`src/rtl/fpu_req_arbiter.sv`:
```
// Round-robin arbiter sharing one combinational FPU between two requesters.
// Define FPU_ARB_STATS_EN to add per-requester accept counters (stat_cnt0/stat_cnt1).
module fpu_req_arbiter #(
  parameter int XLEN    = 32,
  parameter int LATENCY = 2
) (
  input  logic            clk,
  input  logic            rst_n,
  input  logic            req0_valid,
  input  logic [XLEN-1:0] req0_a,
  input  logic [XLEN-1:0] req0_b,
  input  logic [1:0]      req0_op,
  output logic            req0_ready,
  input  logic            req1_valid,
  input  logic [XLEN-1:0] req1_a,
  input  logic [XLEN-1:0] req1_b,
  input  logic [1:0]      req1_op,
  output logic            req1_ready,
  output logic [XLEN-1:0] fpu_a,
  output logic [XLEN-1:0] fpu_b,
  output logic [1:0]      fpu_op,
  input  logic [XLEN-1:0] fpu_result,
  output logic            resp_valid,
  output logic            resp_id,
  output logic [XLEN-1:0] resp_data,
  input  logic            resp_ready,
  output logic            busy
`ifdef FPU_ARB_STATS_EN
  ,
  output logic [15:0]     stat_cnt0,
  output logic [15:0]     stat_cnt1
`endif
);

  typedef enum logic [1:0] {IDLE, EXEC, RESP} state_e;

  localparam logic [3:0] CNT_INIT = 4'(LATENCY - 1);

  state_e          state_q, state_d;
  logic            last_grant_q, last_grant_d;
  logic [XLEN-1:0] fpu_a_q, fpu_a_d;
  logic [XLEN-1:0] fpu_b_q, fpu_b_d;
  logic [1:0]      fpu_op_q, fpu_op_d;
  logic [XLEN-1:0] resp_data_q, resp_data_d;
  logic            resp_id_q, resp_id_d;
  logic [3:0]      cnt_q, cnt_d;
  logic            grant0, grant1;

  // On a tie the requester that did not win last time is granted.
  always_comb begin
    grant0 = 1'b0;
    grant1 = 1'b0;
    if (state_q == IDLE) begin
      if (req0_valid && (!req1_valid || last_grant_q)) begin
        grant0 = 1'b1;
      end else if (req1_valid) begin
        grant1 = 1'b1;
      end
    end
  end

  always_comb begin
    state_d      = state_q;
    last_grant_d = last_grant_q;
    fpu_a_d      = fpu_a_q;
    fpu_b_d      = fpu_b_q;
    fpu_op_d     = fpu_op_q;
    resp_data_d  = resp_data_q;
    resp_id_d    = resp_id_q;
    cnt_d        = cnt_q;
    case (state_q)
      IDLE: begin
        if (grant0 || grant1) begin
          fpu_a_d      = grant1 ? req1_a  : req0_a;
          fpu_b_d      = grant1 ? req1_b  : req0_b;
          fpu_op_d     = grant1 ? req1_op : req0_op;
          resp_id_d    = grant1;
          last_grant_d = grant1;
          cnt_d        = CNT_INIT;
          state_d      = EXEC;
        end
      end
      EXEC: begin
        if (cnt_q != 4'd0) begin
          cnt_d = cnt_q - 4'd1;
        end else begin
          resp_data_d = fpu_result;
          state_d     = RESP;
        end
      end
      RESP: begin
        if (resp_ready) begin
          state_d = IDLE;
        end
      end
      default: state_d = IDLE;
    endcase
  end

  always_ff @(posedge clk or negedge rst_n) begin
    if (!rst_n) begin
      state_q      <= IDLE;
      last_grant_q <= 1'b1;
      fpu_a_q      <= '0;
      fpu_b_q      <= '0;
      fpu_op_q     <= '0;
      resp_data_q  <= '0;
      resp_id_q    <= 1'b0;
      cnt_q        <= '0;
    end else begin
      state_q      <= state_d;
      last_grant_q <= last_grant_d;
      fpu_a_q      <= fpu_a_d;
      fpu_b_q      <= fpu_b_d;
      fpu_op_q     <= fpu_op_d;
      resp_data_q  <= resp_data_d;
      resp_id_q    <= resp_id_d;
      cnt_q        <= cnt_d;
    end
  end

  // Ready is masked during reset so nothing looks accepted while rst_n is low.
  assign req0_ready = grant0 & rst_n;
  assign req1_ready = grant1 & rst_n;
  assign fpu_a      = fpu_a_q;
  assign fpu_b      = fpu_b_q;
  assign fpu_op     = fpu_op_q;
  assign resp_valid = (state_q == RESP);
  assign resp_id    = resp_id_q;
  assign resp_data  = resp_data_q;
  assign busy       = (state_q != IDLE);

`ifdef FPU_ARB_STATS_EN
  logic [15:0] stat_cnt0_q, stat_cnt0_d;
  logic [15:0] stat_cnt1_q, stat_cnt1_d;

  always_comb begin
    stat_cnt0_d = stat_cnt0_q + {15'd0, grant0};
    stat_cnt1_d = stat_cnt1_q + {15'd0, grant1};
  end

  always_ff @(posedge clk or negedge rst_n) begin
    if (!rst_n) begin
      stat_cnt0_q <= '0;
      stat_cnt1_q <= '0;
    end else begin
      stat_cnt0_q <= stat_cnt0_d;
      stat_cnt1_q <= stat_cnt1_d;
    end
  end

  assign stat_cnt0 = stat_cnt0_q;
  assign stat_cnt1 = stat_cnt1_q;
`else
  // Statistics counters are not built.
`endif

endmodule

```
`config.mk`:
```
export PLATFORM = sky130hd
export DESIGN_NAME = fpu_req_arbiter
export DESIGN_NICKNAME = d
export VERILOG_FILES = /design/src/rtl/fpu_req_arbiter.sv
export SDC_FILE = /design/constraint.sdc
export NUM_CORES = 1
export LEC_CHECK = 0
export ABC_AREA = 1
export ABC_CLOCK_PERIOD_IN_PS = 1500
export CAP_MARGIN = 20
export CORE_MARGIN = 2
export CORE_UTILIZATION = 37
export DETAILED_ROUTE_END_ITERATION = 7
export PLACE_DENSITY = 0.77
export SKIP_LAST_GASP = 1
export SLEW_MARGIN = 10
export SYNTH_ARGS = -nofsm -noshare
export SYNTH_HDL_FRONTEND = slang
export SYNTH_SLANG_ARGS = --single-unit
```
`constraint.sdc`:
```
create_clock -name clk -period 1.5 [get_ports clk]
set_clock_uncertainty 0.15 [all_clocks]
set_input_delay 0.3 -clock clk [delete_from_list [all_inputs] [get_ports clk]]
set_output_delay 0.3 -clock clk [all_outputs]
set_load 0.02 [all_outputs]
```
==> results of run 1 <==
[final timing paths]
kind	startpoint	endpoint	slack, ns	cells past startpoint
setup reg to reg	state_q[1]	resp_data[14]	-0.30	8
setup / recovery	last_grant_q	req0_ready	-0.32	5
hold reg to reg	fpu_a[26]	fpu_a[26]	0.32	2
hold / removal	rst_n	state_q[1]	0.02	3
max in group asynchronous	rst_n	fpu_b[0]	0.66	3
min in group clk	fpu_a[26]	fpu_a[26]	0.32	2
[power breakdown]
group          switching, mW  internal [mW]
logic                   6.21           5.14
clock network           1.18           1.33
registers              0.817           4.35
total                   8.21           10.8
[logic make-up (layout without fill, tap and decap cells)]
group / after synthesis / in the layout / synth area share (%)
AOI/OAI and AO/OA: 38 / 38 / 3.71
DFF: 106 / 106 / 49.5
buffers and inverters: 153 / 468 / 11.8
and+or+nand+nor: 394 / 395 / 34.6
other: 0 / 1 / 0
adders and majority gates: 2 / 2 / 0.467
[through the flow]
stage / hold slack, ns / TNS [ns] / cell area, µm² / utilization, %
global placement: 0.303 / -47.57 / 8380 / 59.7
global route: 0.0885 / -29.24 / 9590 / 68.3
detailed placement: 0.307 / -49.84 / 8380 / 59.7
floorplan: -0.146 / -1.20 / 5390 / -
finish: 0.0216 / -22.39 / 9590 / 68.3
CTS: 0.0477 / -18.55 / 9060 / 64.5
[cell usage after synthesis, types with 2 or more instances]
cell type    n
nor2_4       2
nand3b_1    66
inv_1      109
dfrtp_1    105
nand4_1      3
nand2_1    239
inv_2        2
ha_1         2
buf_4        5
clkbuf_1    10
nor2_1       8
a21oi_1      3
nand3_1     72
o21ai_0     31
nand2_2      2
buf_2       25
[per-layer routing]
metal / track usage [%] / wire length (µm) / vias to the layer above
met2: 36.6 / 9690 / 236
met3: 5.50 / 1260 / 28
met5: 0 / 0 / -
met1: 27.7 / 8170 / 2600
li1: - / - / 2780
met4: 8.06 / 388 / 0
[registers in the layout, indices dropped and copies added, names as in the netlist]
name,cells
last_grant_q,1
fpu_b,32
resp_data,32
cnt_q,4
resp_id,1
fpu_a,32
state_q,2
fpu_op,2
[cell usage in the layout, fill, tap and decap left out, drive strengths merged, types with 2 or more instances in the layout]
master / Yosys / final
bufbuf: 0 / 2
clkdlybuf4s50: 0 / 166
o21ai: 32 / 32
nand3b: 66 / 66
nand4: 3 / 3
clkinv: 0 / 2
nor2: 10 / 10
a21oi: 4 / 4
clkdlybuf4s15: 0 / 56
nand2: 241 / 241
buf: 32 / 63
dfrtp: 105 / 105
nand3: 73 / 74
ha: 2 / 2
inv: 111 / 115
clkbuf: 10 / 62
[worst max-delay path, cell delays in order (launching register included)]
cell and delay (ns):
dfstp_2 0.55, inv_2 0.05, nand2_2 0.08, nand3_4 0.10, nor2_4 0.13, buf_6 0.12
[area by class of cell]
class                      instances  area, µm²
multi-input combinational        435       2320
sequential                       106       2650
tap                              180        225
timing repair buffer             341       3640
fill                            1127       4460
inverter                         111        427
clock buffer                       9        225
clock inverter                     7       85.1
antenna                            1       2.50
[timing repair]
action	CTS	global route
gates cloned	6	20
setup endpoints to repair	170	150
hold endpoints to repair	0	0
pin swaps	2	20
gates resized for setup	294	133
buffers inserted	7	12
==> summary.md, run 1 <==
| Metric | Value |
|---|---|
| Outcome | `finished, violations left` |
| Failing checks | `setup timing` |
| Setup crit start kind | `flop` |
| Crit path arrival time | `between 1 and 1.5 ns` |
| Cts hold-fix bufs | `0` |
| First drt pass iteration count | `8` |
| Largest net degree at the start of global routing | `67` |
| Wire per inst | `approximately 16 µm` |
| Vias in the first global route | `between 5000 and 6000` |
| Max Clock Freq | `0.548 GHz` |
| TritonCTS Buffers | `9` |
| Seq cells post-synth | `106` |
| Routed vias/inst | `~4.7` |
| Layout cell share with drive strength beyond 1 | `23.2%` |
| Die height | `roughly 120 µm` |
| Area growth syn-to-layout | `78.7%` |
| Worst hold path class | `primary input to asynchronous set/reset pin` |
| Die Footprint | `roughly 15000 µm²` |
| Setup violations, final | `108` |
| CTS clk-pin slew, worst paths | `~0.080 ns` |
| I/O pins | `around 270` |
| Pwr dens | `between 1500 and 2000 nW/µm²` |
| Tot GR Track Use | `22.0%` |
| Gr ovfl total | `0` |
| Final period utilization | `122%` |
| # nets final | `1175` |
| Critical Path RT | `approximately 1.1 ns` |
| Clock Latency Late Sink | `approximately 0.36 ns` |
| Worst setup EP type | `output pin` |
| Max-cap violations | `0` |
| Slew @ Worst Pin | `~0.72 ns` |
| Synth cell types | `25` |
| Starting density of the core | `38.2%` |
| Depth of the CTS H-tree | `3` |
| Synth Instances | `a little under 700` |
| Final Max Slew Viols | `0` |
| Detailed Route Iter0 Violations | `between 200 and 300` |
| Placer congestion estimate | `0.793` |
| ANT nets after route | `0` |
| RSZ-0062 raised after global routing | `true` |
| Root Driver | `clkbuf_16` |
| Worst-case vdd ir drop | `0.875 mV` |
| Total Power | `19.0 mW` |
| Maximum clock insertion buffer count | `2` |
| Syn nets | `864` |
| Worst Setup Path Type | `flop to output pin` |
| Setup WS post-layout | `-0.325 ns` |
| Worst Path Max Fanout | `2` |
| Core area | `roughly 14000 µm²` |
| Number of I/O port buffers | `~270` |
| Post-Route WL | `19500 µm` |
| DR DRC count | `0` |
| Via count | `between 5000 and 6000` |
| # clock sinks | `106` |
| Crit path time final | `~1.8 ns` |
| Async set-reset flop share out of synthesis | `between 90% and 100%` |
| Max-slew headroom | `about half` |
| Mapped cell area | `between 5000 and 6000 µm²` |
| Sequential fraction of the synthesis area | `around half` |
| Final hold violations | `0` |
| Final cell count without fillers | `around 1200` |
| Dpl cells | `1130` |
| Initial antenna violation count | `1` |
| CTS tree | `built` |
| First-pass GRT wire length | `around 27000 µm` |
| Hpwl dp | `11200 µm` |
| Biggest area consumer among synthesized cells | `dfrtp_1` |
| Synth top area share | `49.0%` |
| Syn. warnings | `0` |
| Pre-CTS WS | `-0.762 ns` |
| Leakage | `about 4.8 nW` |
| Top FF cell, synth | `dfrtp_1` |
| Row Count | `43` |
| Synth area leaders | `dfrtp_1 (49%), nand2_1 (17%), nand3b_1 (9.2%)` |
| EDFF count, synth | `0` |
| Post-Syn Area per Cell | `7.74 µm²` |
| DIE WIDTH | `about 120 µm` |
Power figures use the tool's default switching activity.
==> inputs of run 2 (changes only) <==
--- a/config.mk
+++ b/config.mk
@@ -7,7 +7,6 @@
 export LEC_CHECK = 0
 export ABC_AREA = 1
 export ABC_CLOCK_PERIOD_IN_PS = 1500
-export CAP_MARGIN = 20
 export CORE_MARGIN = 2
 export CORE_UTILIZATION = 37
 export DETAILED_ROUTE_END_ITERATION = 7
==> results of run 2 <==
No change in the layout: final DEF, timing and power equal those of run 1.
